### src/rtl/param_scalar_rf.sv
// Parameterised scalar register file with byte-enabled writes, write-to-read bypass
// and a per-register pending (scoreboard) vector with a registered population count.
module param_scalar_rf #(
    parameter int unsigned DATA_W   = 16,
    parameter int unsigned ADDR_W   = 4,
    parameter int unsigned NUM_RD   = 2,
    parameter bit          ZERO_REG = 1'b1
) (
    input  logic                       clk,
    input  logic                       rst_n,
    input  logic [NUM_RD*ADDR_W-1:0]   rd_addr,
    output logic [NUM_RD*DATA_W-1:0]   rd_data,
    output logic [NUM_RD-1:0]          rd_busy,
    input  logic                       wr_en,
    input  logic [ADDR_W-1:0]          wr_dst,
    input  logic [DATA_W-1:0]          wr_data,
    input  logic [DATA_W/8-1:0]        wr_be,
    input  logic                       rsv_en,
    input  logic [ADDR_W-1:0]          rsv_dst,
    input  logic                       flush,
    output logic [ADDR_W:0]            busy_cnt
);

    localparam int unsigned DEPTH = 1 << ADDR_W;
    localparam int unsigned NB    = DATA_W / 8;

    logic [DATA_W-1:0] r_mem [DEPTH];
    logic [DEPTH-1:0]  r_pend;
    logic [ADDR_W:0]   r_cnt;

    logic              w_wr_ok;
    logic              w_rsv_ok;
    logic [DATA_W-1:0] w_wr_merged;
    logic [DEPTH-1:0]  w_pend_d;
    logic [ADDR_W:0]   w_cnt_d;

    // Gating with rst_n also disables the bypass path while in reset.
    assign w_wr_ok  = rst_n && wr_en && (|wr_be) && !(ZERO_REG && (wr_dst == '0));
    assign w_rsv_ok = rst_n && rsv_en && !(ZERO_REG && (rsv_dst == '0));

    always_comb begin
        w_wr_merged = r_mem[wr_dst];
        for (int b = 0; b < NB; b++) begin
            if (wr_be[b]) w_wr_merged[b*8 +: 8] = wr_data[b*8 +: 8];
        end
    end

    // Reserve is applied after the write clear so it wins on the same register.
    always_comb begin
        w_pend_d = r_pend;
        if (w_wr_ok)  w_pend_d[wr_dst]  = 1'b0;
        if (w_rsv_ok) w_pend_d[rsv_dst] = 1'b1;
        if (flush)    w_pend_d          = '0;
        w_cnt_d = '0;
        for (int i = 0; i < DEPTH; i++) begin
            w_cnt_d = w_cnt_d + {{ADDR_W{1'b0}}, w_pend_d[i]};
        end
    end

    always_ff @(posedge clk or negedge rst_n) begin
        if (!rst_n) begin
            for (int i = 0; i < DEPTH; i++) r_mem[i] <= '0;
            r_pend <= '0;
            r_cnt  <= '0;
        end else begin
            if (w_wr_ok) r_mem[wr_dst] <= w_wr_merged;
            r_pend <= w_pend_d;
            r_cnt  <= w_cnt_d;
        end
    end

    always_comb begin
        logic [ADDR_W-1:0] w_ra;
        rd_data = '0;
        rd_busy = '0;
        for (int k = 0; k < NUM_RD; k++) begin
            w_ra = rd_addr[k*ADDR_W +: ADDR_W];
            rd_busy[k] = r_pend[w_ra];
            if (ZERO_REG && (w_ra == '0)) begin
                rd_data[k*DATA_W +: DATA_W] = '0;
            end else if (w_wr_ok && (w_ra == wr_dst)) begin
                rd_data[k*DATA_W +: DATA_W] = w_wr_merged;
            end else begin
                rd_data[k*DATA_W +: DATA_W] = r_mem[w_ra];
            end
        end
    end

    assign busy_cnt = r_cnt;

endmodule

### config.mk
export PLATFORM = sky130hd
export DESIGN_NAME = param_scalar_rf
export DESIGN_NICKNAME = d
export VERILOG_FILES = /design/src/rtl/param_scalar_rf.sv
export SDC_FILE = /design/constraint.sdc
export NUM_CORES = 1
export LEC_CHECK = 0
export ABC_CLOCK_PERIOD_IN_PS = 4000
export CAP_MARGIN = 20
export CORE_MARGIN = 2
export CORE_UTILIZATION = 45
export CTS_CLUSTER_DIAMETER = 60
export CTS_CLUSTER_SIZE = 16
export DETAILED_ROUTE_END_ITERATION = 6
export DONT_BUFFER_PORTS = 1
export GPL_ROUTABILITY_DRIVEN = 0
export SLEW_MARGIN = 0
export SYNTH_ARGS = -nofsm -noshare
export SYNTH_HDL_FRONTEND = slang
export SYNTH_SLANG_ARGS = --single-unit
### constraint.sdc
create_clock -name clk -period 4 [get_ports clk]
set_clock_uncertainty 0.15 [all_clocks]
set_input_delay 1.2 -clock clk [delete_from_list [all_inputs] [get_ports clk]]
set_output_delay 1.2 -clock clk [all_outputs]
set_load 0.02 [all_outputs]
======== Yosys cells after proc, flatten, opt, wreduce, memory -nomap -nowiden ========
Cells that the tools add are included.
Widths: inputs -> output; s select.
cells by class
  $lt $le $gt $ge ......................... 10
  muxes and demuxes ....................... 29
  reduce and logical (&&, ||, !) cells .... 17
  add/sub/neg operators ................... 15
  bitwise operators ....................... 6
  equal/unequal tests ..................... 2
operators with widths
  operator            count
  $bwmux 256          1
  $mux 16             14
  $bmux 16 s4         3
  $demux 16 s4        1
  $add 5x1->5         11
  $lt 4x5->1 const B  4
  $and 16x16->16      1
  $logic_not 4->1     4
  $mux 8              2
  $not 16->16         1
  $or 16x16->16       1
  $ge 5x5->1 const B  3
  $not 4->5           3
  $logic_and 1x1->1   10
  $bmux 1 s4          2
  $demux 1 s4         2
  $eq 4x4->1          2
  $ge 4x1->1 const B  2
  $add 4x1->5         1
  $lt 5x1->1 const B  1
  $add 3x1->4         1
  $mux 1              4
  $add 2x1->3         1
  $add 1x1->2         1
  other kinds (2)     3
word-level totals
  flip-flop bits (word level) ............. 277

======== Logic depth before layout (Yosys ltp) ========
Gate-level depths: netlist (run 1).
  word-level depth ........................ 25
  depth in mapped cells ................... 21
  depth with buffers taken out ............ 17

======== Worst setup path before layout (run 1) ========
No wires, ideal clock.
  kind .................................... input port to flip-flop
  from .................................... input port wr_dst[0]
  to ...................................... register r_cnt[4] (netlist: busy_cnt[4])
  setup time .............................. 0.119 ns
  stages .................................. 19
  data arrival time ....................... 5.464 ns
  path buffers ............................ 5
  slack ................................... -1.733 ns
  cell sequence ........................... buf_6 buf_6 buf_6 and3_1 clkbuf_1 nand2_1 clkbuf_1 a32oi_1 nor2_1 fa_1 inv_1 fa_1 fa_1 fa_1 inv_1 ha_1 fa_1 a21oi_1 nor2b_1
on the way
  elaborated cells between the ends (all ways) .. 29
RTL lines
  element                                                         line  text
  start, declared                                                 15    input logic [ADDR_W-1:0] wr_dst,
  $lt 4x5->1 (not written as such) or $ge 4x1->1 (tied branches)  51    if (w_wr_ok) w_pend_d[wr_dst] = 1'b0;
  $logic_and 1x1->1 (not written as such)                         51
  $mux 1 (not written as such)                                    51
  $demux 1 s4                                                     51
  $not 16->16 (no source line)                                    -
  $and 16x16->16 (no source line)                                 -
  $mux 16 *                                                       51
  $or 16x16->16 (no source line)                                  -
  $mux 16 *                                                       52    if (w_rsv_ok) w_pend_d[rsv_dst] = 1'b1;
  $mux 16 *                                                       53    if (flush) w_pend_d = '0;
  via w_pend_d[7]                                                 34    logic [DEPTH-1:0] w_pend_d;
  $add 5x1->5 * (9 in series)                                     56    w_cnt_d = w_cnt_d + {{ADDR_W{1'b0}}, w_pend_d[i]};
  via w_cnt_d[4]                                                  35    logic [ADDR_W:0] w_cnt_d;
  end signal, assigned                                            68    r_cnt <= w_cnt_d;
  end, declared                                                   29    logic [ADDR_W:0] r_cnt;
Mark *: on every way through the listed nets, which the timed path passes. The rest lies on a longest branch.
A chain may end at the register's enable or synchronous reset.

======== Worst setup path in the final report (run 1) ========
  from .................................... input port rst_n
  to ...................................... register r_cnt[4] (netlist: busy_cnt[4])
on the way
  cells in the longest elaborated chain, start to end .. 22
  elaborated cells between the ends (all ways) .. 24
RTL lines
  element                          line  text
  start, declared                  10    input logic rst_n,
  $logic_and 1x1->1 (3 in series)  38    assign w_wr_ok = rst_n && wr_en && (|wr_be) && !(ZERO_REG && (wr_dst == '0));
  $mux 16                          51
  $or 16x16->16 (no source line)   -
  $mux 16 *                        52
  $mux 16 *                        53
  $add 1x1->2                      56
  $add 2x1->3                      56
  $add 3x1->4                      56
  $add 4x1->5                      56
  $add 5x1->5 (10 in series)       56
  $add 5x1->5 *                    56
  via w_cnt_d[4]                   35
Marked as above.

==> run summary, run 1 <==
share of the synthesized area in the top cell type: 0.393
flops & latches, synth: 277
Cells after Synth: 1481
clk root buf: clkbuf_16
Via density: 6.61
Initial Util: 0.457
Mapped Nets: 1535
synth top area cells: dfrtp_1, mux4_2, mux2i_1
P_leak: 8.65 nW
CTS tree: yes
GRT Total Usage: 0.286
Worst Hold Class: in -> async
P&R area growth vs syn: 14.5%
fin nets: 1526
top-level I/O count: 78
Peak VDD IR: 0.326 mV
CP Capture Type: register
critical path fanouts, max: 281
DP HPWL: 33800 um
largest buffer count on any clock path: 3
total vias in the final route: 13281
share of post-route cells with drive strength above 1: 0.343
Hold Fails Final Rpt: 0
IO Port Bufs: 0
f_max: 215 MHz
crit-path cells: o211a_4 -> and3_4 -> nand2_4 -> a32oi_2 -> or2_4 -> fa_1 -> inv_1 -> fa_1 -> inv_2 -> fa_1 -> fa_1 -> inv_2 -> ha_4 -> fa_2 -> a21oi_2 -> nor2b_1
final setup violation count: 24
fill count: 3292
Num CTS Buffers: 27
vias in the first global route: 13432
Pwr Total: 8.27 mW
Sink Count: 277
GRT overflow: 0
Die ar.: 40800 um2
most frequent cells in the layout: dfrtp_1, nand2_1, mux2i_1, o31ai_1, mux4_2
Die W: 202 um
mapped cell area: 17700 um2
cell mode on critical path: fa_1
hold-fix buffers at CTS: 0
Slew @ Worst Pin: 0.723 ns
Worst EP required: 4.31 ns
Synth area leader: dfrtp_1
final worst-path setup slack: -0.648 ns
failing checks: negative setup slack
maxcap violations: 0
CP startpoint kind: input pin
wire length per cell: 29.1 um
warnings from Yosys: 0
Clock transition at path regs: 0.07 ns
DRT antenna net count: 0
R2R Setup Slk: 0.12 ns
max-slew violation count: 0
die height: 202 um
drt drc: 0
pwr dens: 409 nW/um2
Worst-Skew Late Latency: 0.57 ns
post-synthesis cell type count: 50
status: complete, but fails checks
n_diodes: 0
CTS H-tree depth: 1
Initial DRC Count: 1378
Slew HR: 0.516
Avg Cell Area, Syn: 11.9 um2
commonest non-fill, non-tap cell in the layout: dfrtp_1
Detailed Routing Iterations Pass 1: 5
hold slack: 0.183 ns
Final min period: 4.65 ns
kind of critical path: in -> reg
Slowest cell on crit path: fa_1
WP data arrival: 4.96 ns
CP max stage delay: 0.56 ns
detailed-route wire length: 58500 um
num rows: 72
Core ar.: 38600 um2
Seq/Total Area, Yosys: 0.393
largest net degree at the start of global routing: 282
fin crit share: 1.16
RSZ-0062 raised after global routing: true
initial antenna violation count: 0
first-pass GRT wire length: 87200 um
per-stage QoR:
step | std cells | setup WS (ns) | setup TNS [ns] | util | instance area (um2)
after floorplan | 1481 | -1.34 | -8.29 | - | 18300
after global placement | 1952 | -1.32 | -11.31 | 0.490 | 18900
after detailed placement | 1952 | -1.33 | -11.52 | 0.490 | 18900
after CTS | 2005 | -0.595 | -2.47 | 0.518 | 20000
after global routing | 2009 | -0.743 | -4.81 | 0.523 | 20200
final | 2009 | -0.648 | -4.35 | 0.523 | 20200
cells by family (layout without fill, tap and decap cells):
family,count (synthesis),in the layout,share of synthesized area
adder cells (fa/ha/maj),15,15,0.0149
flip-flops,277,277,0.393
AND/OR/NAND/NOR,252,252,0.0632
AO/OA/AOI/OAI,360,360,0.152
buffers and inverters,179,189,0.0481
XOR/XNOR,10,10,0.00496
multiplexers,388,388,0.324
cell type report:
class	count	area, um2	area share
clock inverter	17	194	0.00960
timing repair buffer	126	1120	0.0556
inverter	15	56.3	0.00279
clock buffer	31	711	0.0352
tap	518	648	0.0321
sequential	277	6930	0.343
multi-input combinational	1025	10500	0.522
flip-flops by register name (all words and copies together), names as in the netlist:
name      flops
r_mem       256
busy_cnt      5
r_pend       16
synthesized netlist by cell type (all sizes together):
library cell,n
a211o,20
a211oi,18
a21o,18
a21oi,23
a221oi,16
a22oi,22
a32oi,4
and2,1
and3,1
buf,80
clkbuf,84
dfrtp,277
fa,10
ha,5
inv,15
mux2,90
mux2i,160
mux4,138
nand2,174
nand2b,2
nand3,6
nand3b,2
nand4,1
nor2,32
nor2b,8
nor3,4
nor3b,2
o211a,1
o211ai,1
o21ai,1
o22ai,64
o31ai,171
o41ai,1
or2,5
or3,11
or3b,1
or4,2
xnor2,9
xor2,1
routing by layer:
| metal | vias up | part of all wire | GRT usage | wire [um] |
|---|---|---|---|---|
| met5 | - | 0 | 0 | 0 |
| li1 | 5755 | - | - | - |
| met4 | 0 | 0.026 | 0.0806 | 1510 |
| met3 | 108 | 0.083 | 0.0482 | 4880 |
| met2 | 607 | 0.45 | 0.433 | 26400 |
| met1 | 6811 | 0.44 | 0.425 | 25700 |
report_power, final:
| part | total (mW) | internal (mW) | leakage [nW] | switching [mW] |
|---|---|---|---|---|
| clock | 2.69 | 1.44 | 0.445 | 1.25 |
| sequential | 3.66 | 3.24 | 3.68 | 0.424 |
| combinational | 1.92 | 1.07 | 4.53 | 0.849 |
repair_timing:
| action | in CTS | in global routing |
|---|---|---|
| buffers inserted | 4 | 5 |
| resized for setup | 19 | 30 |
| endpoints found under the setup margin | 37 | 37 |
| pin swaps | 20 | 16 |
| gates cloned | 1 | 1 |
worst max-delay path: cells and delay by family:
family          cells  cell delay, ns
compound gates      3            0.39
fa+ha+maj           6            2.54
buf+inv             3            0.14
simple gates        4            0.56
path summary, 6_finish.rpt:
check / from / to / cells past startpoint
hold reg to reg: r_mem[243] / r_mem[243] / 0
min in group clk: r_mem[243] / r_mem[243] / 0
setup / recovery: rst_n / busy_cnt[4] / 16
hold / removal: rst_n / r_mem[187] / 0
setup reg to reg: r_pend[11] / busy_cnt[4] / 13
max in group asynchronous: rst_n / r_mem[16] / 0
Note: power is estimated with default switching activity, not from simulation.
==> inputs of run 2 (changes only) <==
GPL_TIMING_DRIVEN = 1   (was unset)
MAX_ROUTING_LAYER = met4   (was unset)
==> run 2 against run 1 <==
The run still ends with negative setup slack left. Die area did not move. Sequential share of layout area is 0.098 points higher. Cell count decreased by 0.15%. Fmax shrank 4.0%. Critical path depth stayed put. Cell area down 0.28%. First-iteration DRC count shrank 3.2%. Clock-buffer cell count is the same. Setup slack lost 0.19 ns. Non-clock buffer count is 3 lower. Flip-flop and latch count is the same. Critical path type unchanged.
==> run summary, run 2 (same netlist as run 1, synthesis figures left out) <==
CTS tree: yes
CP max stage delay: 0.53 ns
cell mode on critical path: fa_1
WP data arrival: 5.15 ns
share of post-route cells with drive strength above 1: 0.339
top-level I/O count: 78
multi-input logic area: 10500 um2
Die ar.: 40800 um2
kind of critical path: in -> reg
Buf/Inv on CP: 3
Final min period: 4.84 ns
reg2reg end: busy_cnt[4]
Worst Hold Class: in -> async
clk root buf: clkbuf_16
Initial Util: 0.457
IO Port Bufs: 0
most frequent cells in the layout: dfrtp_1, nand2_1, mux2i_1, o31ai_1, mux4_2
Top delay family on crit path: adder cells
CTS H-tree depth: 1
Core ar.: 38600 um2
clock network power share: 0.325
num rows: 72
flip-flop count of the largest register after layout: 256
DP HPWL: 33800 um
RSZ-0062 raised after global routing: true
final setup violation count: 37
Comb pwr share: 0.231
GRT Total Usage: 0.295
reg2reg start: r_pend[11]
Worst Setup SP: rst_n
pwr dens: 409 nW/um2
Hold Fails Final Rpt: 0
failing checks: negative setup slack
detailed-route wire length: 58300 um
CP startpoint kind: input pin
Via density: 6.67
P&R area growth vs syn: 14.2%
total vias in the final route: 13389
Sink Count: 277
fin crit share: 1.21
Worst-Skew Late Latency: 0.57 ns
Slew @ Worst Pin: 1.00 ns
status: complete, but fails checks
fin nets: 1523
commonest non-fill, non-tap cell in the layout: dfrtp_1
Top reg by flops: r_mem
first-pass GRT wire length: 87400 um
NetSw: 2.50 mW
crit-path cells: o211a_4 -> and3_4 -> nand3_4 -> a32oi_1 -> or2_4 -> fa_1 -> inv_1 -> fa_1 -> inv_1 -> fa_1 -> fa_1 -> inv_2 -> ha_4 -> fa_2 -> a21oi_2 -> nor2b_1
GRT overflow: 0
R2R Setup Slk: 0.12 ns
hold-fix buffers at CTS: 0
Num CTS Buffers: 27
Detailed Routing Iterations Pass 1: 5
Flop pwr share: 0.444
hold slack: 0.185 ns
largest net degree at the start of global routing: 282
Worst EP required: 4.31 ns
largest buffer count on any clock path: 3
Slowest cell on crit path: fa_1
f_max: 207 MHz
sw frac: 0.303
Peak VDD IR: 0.318 mV
Slew HR: 0.332
critical path fanouts, max: 281
P_leak: 8.64 nW
Util after Layout: 0.521
Sequential Area: 6930 um2
maxcap violations: 0
fill count: 3301
Initial DRC Count: 1334
FF-to-FF path depth: 13
initial antenna violation count: 0
CP Capture Type: register
drt drc: 0
vias in the first global route: 13435
Clock transition at path regs: 0.07 ns
Internal Power: 5.74 mW
final worst-path setup slack: -0.840 ns
Critical Path Stages: 16
wire length per cell: 29.1 um
die height: 202 um
max-slew violation count: 0
Worst setup endpoint: busy_cnt[4]
DRT antenna net count: 0
Die W: 202 um
n_diodes: 0
## run 2: worst min-delay path by stage
stage	endpoint	slack [ns]
final	r_mem[187]	0.19
after global routing	r_mem[187]	0.16
after CTS	r_mem[171]	0.17
after detailed placement	r_mem[243]	0.26
after global placement	r_mem[245]	0.25
after floorplan	r_mem[240]	0.31
## run 2: final cells by class
type                    instances  share of cell area
clock inverters                17             0.00962
multi-input cells            1025               0.522
inverters                      15             0.00279
flip-flops and latches        277               0.344
clock buffers                  31              0.0353
repair buffers                123              0.0540
well taps                     518              0.0322
## run 2: metrics by stage
step	TNS [ns]	worst slack, ns	instances	instance area, um2	power, mW
finish	-7.49	-0.840	2006	20200	8.24
global route	-3.97	-0.788	2006	20200	8.63
CTS	-2.47	-0.595	2005	20000	8.25
detailed placement	-11.52	-1.33	1952	18900	5.56
global placement	-11.31	-1.32	1952	18900	5.50
floorplan	-8.29	-1.34	1481	18300	5.22
## run 2: timing repair
action / CTS / global route
gates resized for setup: 19 / 25
cloned: 1 / 1
setup endpoints to repair: 37 / 34
pin swaps: 20 / 17
setup buffers: 4 / 4
## run 2: power groups by stage
stage                     logic (mW)  registers, mW  clock network (mW)
after floorplan                 1.65           3.58                   0
after global placement          1.83           3.67                   0
after detailed placement        1.86           3.70                   0
after CTS                       1.88           3.65                2.73
after global routing            2.05           3.73                2.85
final                           1.90           3.66                2.68
## run 2: per-layer routing
layer	vias to the layer above	GRT usage	part of all wire
li1	5748	-	-
met1	6870	0.427	0.43
met2	637	0.429	0.45
met3	134	0.0461	0.086
met4	0	0.0874	0.030
met5	-	-	0
==> inputs of run 3 (changes only) <==
ABC_CLOCK_PERIOD_IN_PS = 6080   (was 4000)
GPL_TIMING_DRIVEN = 0   (was 1)
clock period = 6.08 ns   (was 4 ns; I/O delays follow)
==> run 3 against run 2 <==
The flow still finishes with violations (negative setup slack). Clock power decreased by 18%. Wire length up 23%. Global-route usage is 7.1 points higher. Critical path depth rose by 1. Non-clock buffer count is 54 higher. Register-to-register slack improved by 2.0 ns. Flip-flop and latch count unchanged. Cell count up 3.6%. Clock-buffer cell count increased by 9. Sequential share of layout area hardly changed. Combinational power is 26% lower. First-iteration DRC count rose by 63%.
==> run summary, run 3 (same netlist as run 1, synthesis figures left out) <==
status: complete, but fails checks
failing checks: negative setup slack
CTS tree: yes
num rows: 72
DRT antenna net count: 0
clk root buf: clkbuf_16
largest buffer count on any clock path: 3
Slew HR: 0.183
share of post-route cells with drive strength above 1: 0.292
Worst-Skew Late Latency: 0.54 ns
Initial DRC Count: 2172
commonest non-fill, non-tap cell in the layout: dfrtp_1
FF-to-FF path depth: 13
Worst EP required: 6.35 ns
GRT overflow: 0
Hold Fails Final Rpt: 0
Critical Path Stages: 17
Buf/Inv on CP: 4
R2R Setup Slk: 2.14 ns
Peak VDD IR: 0.184 mV
Clock transition at path regs: 0.06 ns
reg2reg start: r_pend[15]
final setup violation count: 13
Slowest cell on crit path: fa_1
die height: 202 um
Top delay family on crit path: adder cells
drt drc: 0
RSZ-0062 raised after global routing: true
Slew @ Worst Pin: 1.23 ns
kind of critical path: in -> reg
IO Port Bufs: 0
CP startpoint kind: input pin
Util after Layout: 0.521
maxcap violations: 0
GRT Total Usage: 0.365
Num CTS Buffers: 34
Worst Hold Class: reg -> reg
Initial Util: 0.457
P_leak: 8.66 nW
Detailed Routing Iterations Pass 1: 6
dpl cell area: 18400 um2
CP max stage delay: 0.51 ns
CP Capture Type: register
Worst setup endpoint: busy_cnt[4]
WP data arrival: 6.50 ns
top-level I/O count: 78
critical path fanouts, max: 281
Sink Count: 277
detailed-route wire length: 71900 um
Die W: 202 um
cell mode on critical path: fa_1
max-slew violation count: 0
hold path depth: 1
Core ar.: 38600 um2
crit-path cells: o211a_1 -> and3_1 -> clkbuf_8 -> nand3_4 -> a32oi_1 -> or2_2 -> fa_1 -> inv_1 -> fa_1 -> inv_1 -> fa_1 -> fa_1 -> inv_1 -> ha_2 -> fa_2 -> a21oi_2 -> nor2b_1
most frequent cells in the layout: dfrtp_1, nand2_1, mux2i_1, o31ai_1, mux4_2
Die ar.: 40800 um2
f_max: 161 MHz
fin crit share: 1.02
Finished Cell Area: 20100 um2
CTS H-tree depth: 2
reg2reg end: busy_cnt[4]
Via density: 7.17
Worst Setup SP: rst_n
total vias in the final route: 14910
pwr dens: 299 nW/um2
Final min period: 6.23 ns
DP HPWL: 46800 um
first-pass GRT wire length: 103000 um
final worst-path setup slack: -0.146 ns
wire length per cell: 34.6 um
pre-CTS setup slack: -1.01 ns
vias in the first global route: 14533
P&R area growth vs syn: 14.1%
fin nets: 1584
Top reg by flops: r_mem
largest net degree at the start of global routing: 282
Setup TNS: -0.902 ns
initial antenna violation count: 6
flip-flop count of the largest register after layout: 256
-- run 3: metal layers --
metal  part of all wire  up-vias  global-route usage  wire length, um
li1                   -     5874                   -                -
met1               0.38     7550               0.476            27300
met2               0.43     1192               0.505            30600
met3               0.14      294               0.124             9800
met4              0.058        0               0.189             4160
met5                  0        -                   -                0
-- run 3: stage by stage --
step / power [mW] / hold WS [ns] / instances
2_1_floorplan: 3.37 / 0.312 / 1481
3_3_place_gp: 3.71 / 0.328 / 1999
3_5_place_dp: 3.76 / 0.345 / 2001
4_1_cts: 5.96 / 0.358 / 2065
5_1_grt: 6.24 / 0.377 / 2079
6_report: 6.03 / 0.356 / 2079
-- run 3: report_power, final --
group	leakage [nW]	internal, mW	switching, mW	total [mW]
Sequential	3.68	2.13	0.300	2.43
Clock	0.587	1.26	0.931	2.19
Combinational	4.39	0.672	0.735	1.41
Total	8.66	4.07	1.97	6.03
-- run 3: worst min path at each step --
stage	startpoint	endpoint	slack (ns)
2_1_floorplan	r_mem[240]	r_mem[240]	0.31
3_3_place_gp	r_mem[241]	r_mem[241]	0.33
3_5_place_dp	r_mem[241]	r_mem[241]	0.35
4_1_cts	r_mem[241]	r_mem[241]	0.36
5_1_grt	r_mem[250]	r_mem[250]	0.38
6_report	r_mem[241]	r_mem[241]	0.36
-- run 3: repair_timing --
action / CTS / global route
endpoints found under the setup margin: 37 / 32
gates resized for setup: 53 / 36
hold buffers: 0 / 0
pin swaps: 8 / 5
buffers inserted: 5 / 8
-- run 3: final cells by class --
class	instances	area (um2)
Antenna cell	5	12.5
Timing Repair Buffer	18	163
Fill cell	3318	18500
Sequential cell	277	6930
Clock buffer	40	967
Tap cell	518	648
Inverter	15	56.3
Buffer	159	862
Clock inverter	22	230
Multi-Input combinational cell	1025	10300
